`src/rtl/wb_dual.sv`:
```
// Write-back stage for a dual-issue pipeline: commits both slots to RF/HILO and
// serializes the commit trace when WB_TRACE_SERIAL_EN is defined.
module wb_dual (
    input  logic         clk,
    input  logic         rst,
    input  logic         flush,
    input  logic [5:0]   stall,
    input  logic [271:0] mem_to_wb_bus,
    output logic [207:0] wb_to_rf_bus,
    output logic         stallreq_for_wb,
    output logic [31:0]  debug_wb_pc,
    output logic [3:0]   debug_wb_rf_wen,
    output logic [4:0]   debug_wb_rf_wnum,
    output logic [31:0]  debug_wb_rf_wdata
);

    localparam int unsigned SlotW   = 136;
    localparam int unsigned RfSlotW = 104;
    localparam int unsigned WbStage = 5;

`ifdef WB_TRACE_SERIAL_EN
    typedef enum logic [1:0] {IDLE, EMIT1, EMIT2} state_t;
`else
    typedef enum logic {IDLE, EMIT1} state_t;
`endif

    state_t               state;
    state_t               state_n;
    logic [271:0]         wb_r;
    logic [SlotW-1:0]     slot1;
    logic [SlotW-1:0]     slot2;
    logic                 valid1;
    logic                 valid2;
    logic [RfSlotW-1:0]   rf1;
    logic [RfSlotW-1:0]   rf2;
    logic                 stallreq;
    logic                 capture;
    logic                 load_valid;
    logic [SlotW-1:0]     trace_slot;
    logic                 unused_stall;

    assign slot1  = wb_r[135:0];
    assign slot2  = wb_r[271:136];
    assign valid1 = (slot1[69:38] != 32'd0);
    assign valid2 = (slot2[69:38] != 32'd0);

    // RF payload drops the pc; invalid slots are carried as zero
    assign rf1 = valid1 ? {slot1[135:70], slot1[37:0]} : RfSlotW'(0);
    assign rf2 = valid2 ? {slot2[135:70], slot2[37:0]} : RfSlotW'(0);

`ifdef WB_TRACE_SERIAL_EN
    assign stallreq = (state == EMIT1) && valid1 && valid2;
`else
    assign stallreq = 1'b0;
`endif

    assign capture    = !stall[WbStage] && !stallreq;
    assign load_valid = !flush && ((mem_to_wb_bus[69:38] != 32'd0) ||
                                   (mem_to_wb_bus[205:174] != 32'd0));
    assign unused_stall = ^stall[4:0];

    always_ff @(posedge clk or posedge rst) begin
        if (rst) begin
            state <= IDLE;
            wb_r  <= '0;
        end else begin
            state <= state_n;
            if (capture) begin
                wb_r <= flush ? 272'(0) : mem_to_wb_bus;
            end
        end
    end

    // Next-state, RF bus and trace slot selection
    always_comb begin
        state_n      = IDLE;
        wb_to_rf_bus = '0;
        trace_slot   = '0;

        if (stallreq) begin
`ifdef WB_TRACE_SERIAL_EN
            state_n = EMIT2;
`endif
        end else if (capture && load_valid) begin
            state_n = EMIT1;
        end

        case (state)
            EMIT1: begin
                wb_to_rf_bus = {rf2, rf1};
`ifdef WB_TRACE_SERIAL_EN
                trace_slot   = valid1 ? slot1 : slot2;
`else
                trace_slot   = valid1 ? slot1 : SlotW'(0);
`endif
            end
`ifdef WB_TRACE_SERIAL_EN
            EMIT2: begin
                trace_slot = slot2;
            end
`endif
            default: ;
        endcase
    end

    assign stallreq_for_wb   = stallreq;
    assign debug_wb_pc       = trace_slot[69:38];
    assign debug_wb_rf_wen   = {4{trace_slot[37]}};
    assign debug_wb_rf_wnum  = trace_slot[36:32];
    assign debug_wb_rf_wdata = trace_slot[31:0];

endmodule

```
`config.mk`:
```
export PLATFORM = sky130hd
export DESIGN_NAME = wb_dual
export DESIGN_NICKNAME = d
export VERILOG_FILES = /design/src/rtl/wb_dual.sv
export SDC_FILE = /design/constraint.sdc
export NUM_CORES = 1
export LEC_CHECK = 0
export CORE_AREA = 5 5 216 218
export DETAILED_ROUTE_END_ITERATION = 7
export DIE_AREA = 0 0 221 223
export MAX_ROUTING_LAYER = met4
export PLACE_DENSITY = 0.66
export SYNTH_ARGS = -nofsm -noshare
export SYNTH_HDL_FRONTEND = slang
export SYNTH_SLANG_ARGS = --single-unit
```
`constraint.sdc`:
```
create_clock -name clk -period 10.6 [get_ports clk]
set_input_delay 2.12 -clock clk [delete_from_list [all_inputs] [get_ports clk]]
set_output_delay 2.12 -clock clk [all_outputs]
set_load 0.02 [all_outputs]
```
==> results of run 1 <==
path summary, 6_finish.rpt:
check                                 startpoint               endpoint  slack (ns)  cells after the start
setup reg to reg           wb_r[181]$_DFFE_PP0N_  wb_r[181]$_DFFE_PP0N_        9.82                      1
hold reg to reg            wb_r[263]$_DFFE_PP0N_  wb_r[263]$_DFFE_PP0N_        0.48                      2
min in group asynchronous                    rst    wb_r[8]$_DFFE_PP0N_        2.03                      2
max in group asynchronous                    rst  wb_r[163]$_DFFE_PP0N_        6.45                      4
hold / removal             wb_r[263]$_DFFE_PP0N_  wb_r[263]$_DFFE_PP0N_        0.48                      2
setup / recovery                 state$_DFF_PP0_     debug_wb_rf_wen[1]        5.05                      3
tightest hold or removal path, stage by stage (launching register included):
cell and delay [ns]:
dfrtp_1 0.34, nand2_1 0.05, o21ai_0 0.06
power by group through the flow:
| stage | clock network (mW) | logic (mW) | registers [mW] |
|---|---|---|---|
| 2_1_floorplan | 0 | 0.213 | 1.17 |
| 3_3_place_gp | 0 | 0.409 | 1.18 |
| 3_5_place_dp | 0 | 0.416 | 1.19 |
| 4_1_cts | 1.19 | 0.417 | 1.17 |
| 5_1_grt | 1.23 | 0.442 | 1.18 |
| 6_report | 1.16 | 0.411 | 1.17 |
per-layer routing:
layer  vias to the layer above  share of wire (%)  wire length (um)
li1                       4390                  -                 -
met1                      4926                 43             18300
met2                       359                 48             20200
met3                        67                5.7              2410
met4                         0                3.0              1280
met5                         -                  0                 0
kinds of logic after synthesis:
kind of cell / count (synthesis) / share of synthesized area [%]
other cells: 1 / 0.0317
flops: 273 / 57.7
simple gates: 285 / 15.6
buf+inv: 128 / 6.49
compound gates: 274 / 20.2
layout make-up:
class / count / area [um^2] / area share [%]
inverters: 1 / 11.3 / 0.0605
multi-input cells: 560 / 4260 / 22.9
well taps: 600 / 751 / 4.03
diodes: 1 / 2.50 / 0.0134
repair buffers: 565 / 5640 / 30.3
clock inverters: 4 / 45.0 / 0.242
flip-flops and latches: 273 / 6830 / 36.7
clock buffers: 54 / 1070 / 5.75
cell usage in the layout (no fill, tap or decap), types with 8 or more instances in the layout:
cell type	count
buf_4	9
clkbuf_8	9
nand4_1	8
clkbuf_1	9
clkdlybuf4s50_1	555
nor4_1	33
and2_4	27
clkbuf_16	37
dfrtp_1	273
a22o_1	271
and2_1	213
per-stage QoR:
stage	hold WS (ns)	cells	util (%)
floorplan	0.445	961	-
global placement	0.476	1999	39.1
detailed placement	0.471	1999	39.1
CTS	0.486	2057	41.6
global route	0.509	2058	41.6
finish	0.479	2058	41.6
state kept, by name, indices dropped and copies added, names as in the netlist:
| register | flops |
|---|---|
| state | 1 |
| wb_r | 272 |
==> results.cfg, run 1 <==
[critical_path]
crit_fanout = 104
worstPathArrival_ns = 3.43
critical_path_class = register to output pin
path_buf_inv = 1
slowest_stage = dfrtp_1
critPathLaunchType = register
end_kind = output pin
cp_top_family = flip-flops
cp_cell_sequence = o21a_4 > and2_1 > clkdlybuf4s50_1
required_ns = 8.48
slowest_delay_ns = 0.96

[synth]
synth_seq_area_share_pct = 57.7
synth-edff-count = 0
synth_most_common_cell = dfrtp_1
yosysUniqueCellTypes = 19
ys_async_sr_fraction_pct = 100
syn-cell-area_mm2 = 0.0118
yosys-top-cells-area = dfrtp_1 58%, a22o_1 20%, and2_1 11%, buf_4 2.7%, and2_4 2.0%
synth_top_area_share_pct = 57.7
synth_common_cells = 273 x dfrtp_1, 271 x a22o_1, 213 x and2_1
yosys_warnings = 0
syn_avg_cell_area_um2 = 12.3
synth_ff_type = dfrtp_1
ys_seq_elements = 273
synth.largest_area_cell = dfrtp_1
synth_fp_nets = 1242
syn-instance-count = 961

[global_route]
use_met3_pct = 4.17
grt-ovfl-total = 0
grt_first_pass_wirelength_mm = 64.0
grtUsageMet1_pct = 21.4
antenna_found_initial = 2
grt_start_max_net_pins = 116
grt_usage_pct = 16.9
grt_busiest_layer = met2
grt_use_met2_pct = 26.5
grt_pass1_vias = 10300

[die]
core_area_mm2 = 0.0447
fp.dieArea_mm2 = 0.0493
rows = 78
die_w_um = 221
initial_core_util_pct = 26.5
die_h_um = 223
io_pins = 563

[routing]
drtIter0Drc = 575
vias = 9742
drt_first_pass_iters = 4
drt_wl_total_mm = 42.3
wire_per_inst_um = 20.5
drc = 0
via_per_inst = 4.73
antenna_left = 0

[placement]
place_area_mm2 = 0.0175
io_buffer_count = 556
dp_slack_ns = 4.98
place_hpwl_mm = 30.1
gp_congestion = 0.827

[pwr]
p_seq_share_pct = 42.8
p_comb_share_pct = 15.0
power_switching_share_pct = 24.6
power.leakage_nw = 8.01
p_per_area_mw_per_mm2 = 147
p_int_mw = 2.06
total_power_mw = 2.74
power_frac_clock_pct = 42.2
peakVddDrop_v = 0.0000874
switchingPower_mw = 0.673

[timing]
finClkSkew_ns = 0
fmax_ghz = 0.180
setup_viol = 0
slew_headroom_pct = 28.9
fin_ws_ns = 5.05
tns_ns = 0
period_share_pct = 52.4
grt_setup_unrepaired = false
worst_pin_slew_ns = 1.07
fin_crit_ns = 5.55
hold_viol = 0
report.final.slew_viol_count = 0

[final_layout]
finalInstanceArea_mm2 = 0.0186
area_growth_syn_to_layout_pct = 57.1
layout-drive-gt1-share_pct = 6.18
fillers = 4245
layout.nets = 1716

[clocking]
h-tree-depth = 2
clk_latency_ns = 0.51
cts-resized-gates = 0
clock_sinks = 273
cts_root_buffer = clkbuf_16
clockBufferDepth = 3
cts_setup_buffers = 0
cts_hold_repair.buffers = 0
cts_made_buffers = 34
clk_transition_reported_paths_ns = 0.06
cts_tree = yes

[outcome]
status = finished, final reports clean

[min_path]
min_path_type = register to register

[flow_run]
cap_viol_max_count = 0
Note: power is estimated with default switching activity, not from simulation.
==> run 2: changes to the inputs <==
Clock period 10.6 ns to 5.3 ns, I/O delays scaled along.
==> run 2 against run 1 <==
  * Clock-buffer cell count down 7
  * Worst setup slack worse by 4.3 ns
  * Clock power up 85%
  * Clock skew unchanged
  * Largest cell class unchanged
  * Largest power group unchanged
  * Highest routed layer unchanged
==> results.cfg, run 2 (synthesized netlist as in run 1, its figures left out) <==
[timing]
setup_viol = 0
slew_headroom_pct = 29.0
period_share_pct = 86.1
worst_pin_slew_ns = 1.07
finClkSkew_ns = 0
hold_viol = 0
fin_crit_ns = 4.56
grt_setup_unrepaired = false
tns_ns = 0
report.final.slew_viol_count = 0
fmax_ghz = 0.219

[routing]
drtIter0Drc = 524
wire_per_inst_um = 20.4
antenna_left = 0
drt_first_pass_iters = 5
vias = 9572
drt_wl_total_mm = 41.9
drc = 0
via_per_inst = 4.66

[clocking]
clk_latency_ns = 0.55
cts_tree = yes
cts_made_buffers = 31
cts_setup_buffers = 0
cts_hold_repair.buffers = 0
clk_transition_reported_paths_ns = 0.06
clockBufferDepth = 3
cts-resized-gates = 0
cts_root_buffer = clkbuf_16
h-tree-depth = 1
clock_sinks = 273

[critical_path]
critical_path_class = register to output pin
worstPathArrival_ns = 3.50
required_ns = 4.24
critPathLaunchType = register
crit_fanout = 55
slowest_stage = clkdlybuf4s50_1
slowest_delay_ns = 0.56
end_kind = output pin
r2r_slack_ns = 4.53
cp_cell_sequence = nor4_1 > nand4_1 > o21a_2 > buf_4 > and2_1 > clkdlybuf4s50_1

[min_path]
min_path_type = register to register

[final_layout]
largestRegisters = wb_r: 272 flops, state: 1 flops
largest_register = wb_r
instances_no_fill = 2056
diodes = 0
final_cell_mix = 555 x clkdlybuf4s50_1, 273 x dfrtp_1, 271 x a22o_1
area_growth_syn_to_layout_pct = 56.8
layout.nets = 1712
largest_register_ffs = 272
layout-drive-gt1-share_pct = 6.39
layout_commonest_cell = clkdlybuf4s50_1

[global_route]
grt_busiest_layer = met2
grt_pass1_vias = 10100
grt_usage_pct = 16.5
grt_first_pass_wirelength_mm = 63.5
grt_use_met2_pct = 27.3
grt_start_max_net_pins = 173
use_met3_pct = 3.43
grtUsageMet1_pct = 21.2
antenna_found_initial = 0
grt-ovfl-total = 0

[pwr]
power.leakage_nw = 7.98
p_per_area_mw_per_mm2 = 287
peakVddDrop_v = 0.000191

[placement]
dp.cells = 1998
io_buffer_count = 556
place_hpwl_mm = 29.5
gp_congestion = 0.857

[die]
initial_core_util_pct = 26.5
die_h_um = 223
io_pins = 563
rows = 78
die_w_um = 221
fp.dieArea_mm2 = 0.0493
core_area_mm2 = 0.0447

[flow_run]
cap_viol_max_count = 0

[outcome]
status = finished, final reports clean
-- run 2: cell types whose count changed in the layout (fill, tap and decap cells not counted), sizes merged --
| cell | delta |
|---|---|
| clkinv | +5 |
| diode | -1 |
| clkbuf | -8 |
| clkinvlp | +2 |
-- run 2: metrics by stage --
stage / hold WS [ns] / instance area [um^2] / power (mW) / setup WS, ns / util, %
6_report: 0.486 / 18600 / 5.32 / 0.739 / 41.6
5_1_grt: 0.514 / 18600 / 5.56 / 0.460 / 41.6
4_1_cts: 0.491 / 18600 / 5.42 / 0.552 / 41.6
3_5_place_dp: 0.476 / 17500 / 3.21 / 1.19 / 39.2
3_3_place_gp: 0.461 / 17500 / 3.20 / 1.17 / 39.2
2_1_floorplan: 0.445 / 11800 / 2.77 / 0.631 / -
-- run 2: final timing paths --
path | startpoint | endpoint | cells after the start
max in group asynchronous | rst | wb_r[46]$_DFFE_PP0N_ | 4
min in group asynchronous | rst | wb_r[57]$_DFFE_PP0N_ | 3
worst max-delay path | wb_r[178]$_DFFE_PP0N_ | wb_to_rf_bus[122] | 6
worst min register to register | wb_r[263]$_DFFE_PP0N_ | wb_r[263]$_DFFE_PP0N_ | 2
worst min-delay path | wb_r[263]$_DFFE_PP0N_ | wb_r[263]$_DFFE_PP0N_ | 2
worst max register to register | wb_r[58]$_DFFE_PP0N_ | wb_r[58]$_DFFE_PP0N_ | 1
-- run 2: cell type report --
class,instances,area [um^2]
Fill cell,4289,26100
Sequential cell,273,6830
Timing Repair Buffer,564,5690
Multi-Input combinational cell,560,4260
Clock buffer,47,946
Tap cell,600,751
Clock inverter,11,90.1
Inverter,1,7.51
-- run 2: per-layer routing --
layer,wire (um),vias up
li1,-,4381
met1,18100,4830
met2,20700,316
met3,2300,45
met4,785,0
met5,0,-
-- run 2: worst max-delay path, delay by kind of cell, from the launching register on --
kind,cells,cell delay [ns]
buffers and inverters,2,0.96
DFF,1,0.38
AOI/OAI and AO/OA,1,0.55
and+or+nand+nor,3,1.00
-- run 2: report_power, final --
part | total, mW | switching, mW | internal [mW]
logic | 0.827 | 0.367 | 0.460
clock network | 2.15 | 0.880 | 1.27
registers | 2.34 | 0.0953 | 2.25
total | 5.32 | 1.34 | 3.98
==> run 3: changes to the inputs <==
Settings changed: SLEW_MARGIN from default to 20.
==> run 3 against run 2 <==
  * Design area increased by 0.13%
  * Core utilization up 0.053 points
  * First-iteration DRC count rose by 3.8%
  * Final cell count is essentially flat
  * Critical path type unchanged
  * Critical endpoint is now wb_to_rf_bus[106]
  * Largest power group unchanged
==> results.cfg, run 3 (synthesized netlist as in run 1, its figures left out) <==
[timing]
hold_viol = 0
finClkSkew_ns = 0
grt_setup_unrepaired = false
period_share_pct = 86.2
setup_viol = 0
slew_headroom_pct = 28.4
fmax_ghz = 0.219
fin_crit_ns = 4.57
report.final.slew_viol_count = 0
worst_pin_slew_ns = 1.07
tns_ns = 0

[routing]
drtIter0Drc = 544
drc = 0
drt_first_pass_iters = 4
drt_wl_total_mm = 42.0
vias = 9591
wire_per_inst_um = 20.4
antenna_left = 0
via_per_inst = 4.66

[clocking]
cts_tree = yes
clk_latency_ns = 0.56
cts-resized-gates = 0
cts_root_buffer = clkbuf_16
cts_made_buffers = 31
clk_transition_reported_paths_ns = 0.06
cts_setup_buffers = 0
h-tree-depth = 1
cts_hold_repair.buffers = 0
clockBufferDepth = 3
clock_sinks = 273

[pwr]
peakVddDrop_v = 0.000191
total_power_mw = 5.32
power.leakage_nw = 7.99
p_per_area_mw_per_mm2 = 286

[final_layout]
largestRegisters = wb_r: 272 flops, state: 1 flops
diodes = 0
area_growth_syn_to_layout_pct = 57.0
layout-drive-gt1-share_pct = 6.45
layout.nets = 1713
final_cell_mix = 555 x clkdlybuf4s50_1, 273 x dfrtp_1, 271 x a22o_1
largest_register = wb_r
layout_commonest_cell = clkdlybuf4s50_1
instances_no_fill = 2057
largest_register_ffs = 272

[critical_path]
r2r_slack_ns = 4.52
critical_path_class = register to output pin
rr_endpoint = wb_r[58]$_DFFE_PP0N_
path_buf_inv = 2
required_ns = 4.24
cp_top_family = simple AND/OR/NAND/NOR gates
reg2regPathDepth = 1
slowest_delay_ns = 0.56
reg2reg_from = wb_r[58]$_DFFE_PP0N_
worstPathArrival_ns = 3.51
cp_cell_sequence = nor4_1 > nand4_1 > o21a_2 > buf_4 > and2_1 > clkdlybuf4s50_1
end_kind = output pin
slowest_stage = clkdlybuf4s50_1
critPathLaunchType = register
crit_fanout = 55

[global_route]
grt_start_max_net_pins = 173
grt-ovfl-total = 0
grt_first_pass_wirelength_mm = 63.5
grt_pass1_vias = 10100
antenna_found_initial = 0
grt_usage_pct = 16.5

[min_path]
holdPathStages = 2
hp-start = wb_r[263]$_DFFE_PP0N_
min_to = wb_r[263]$_DFFE_PP0N_
min_path_type = register to register

[outcome]
status = finished, final reports clean

[die]
initial_core_util_pct = 26.5
io_pins = 563
die_h_um = 223
rows = 78
core_area_mm2 = 0.0447
die_w_um = 221
fp.dieArea_mm2 = 0.0493

[placement]
io_buffer_count = 556
gp_congestion = 0.857
place_hpwl_mm = 29.5
dp.cells = 1998

[flow_run]
cap_viol_max_count = 0
run 3: area by class of cell:
cell class              instances  area, um^2
repair buffers                565        5720
clock buffers                  47         946
multi-input cells             560        4260
clock inverters                11        90.1
fillers                      4287       26100
well taps                     600         751
flip-flops and latches        273        6830
inverters                       1        7.51
run 3: how the worst max path moves through the flow:
stage / from / end / slack [ns] / depth (start not counted)
after floorplan: rst / state$_DFF_PP0_ / 0.63 / 1
after global placement: wb_r[182]$_DFFE_PP0N_ / wb_to_rf_bus[106] / 1.17 / 6
after detailed placement: wb_r[182]$_DFFE_PP0N_ / wb_to_rf_bus[106] / 1.19 / 6
after CTS: wb_r[182]$_DFFE_PP0N_ / wb_to_rf_bus[106] / 0.55 / 6
after global routing: wb_r[178]$_DFFE_PP0N_ / wb_to_rf_bus[106] / 0.46 / 6
final: wb_r[178]$_DFFE_PP0N_ / wb_to_rf_bus[106] / 0.73 / 6
run 3: metal layers:
| metal | vias up | part of all wire, % | GRT usage (%) |
|---|---|---|---|
| li1 | 4378 | - | - |
| met1 | 4854 | 43 | 21.2 |
| met2 | 312 | 49 | 27.3 |
| met3 | 47 | 5.4 | 3.43 |
| met4 | 0 | 1.9 | 3.72 |
| met5 | - | 0 | - |
run 3: through the flow:
step | setup slack [ns] | utilization [%] | area, um^2 | hold slack, ns
2_1_floorplan | 0.631 | - | 11800 | 0.445
3_3_place_gp | 1.17 | 39.2 | 17500 | 0.461
3_5_place_dp | 1.19 | 39.2 | 17500 | 0.476
4_1_cts | 0.552 | 41.6 | 18600 | 0.491
5_1_grt | 0.460 | 41.6 | 18600 | 0.514
6_report | 0.729 | 41.6 | 18600 | 0.485
run 3: report_power, final:
| group | leakage [nW] | internal [mW] | switching (mW) |
|---|---|---|---|
| Sequential | 3.56 | 2.25 | 0.0956 |
| Combinational | 3.92 | 0.462 | 0.368 |
| Clock | 0.517 | 1.27 | 0.878 |
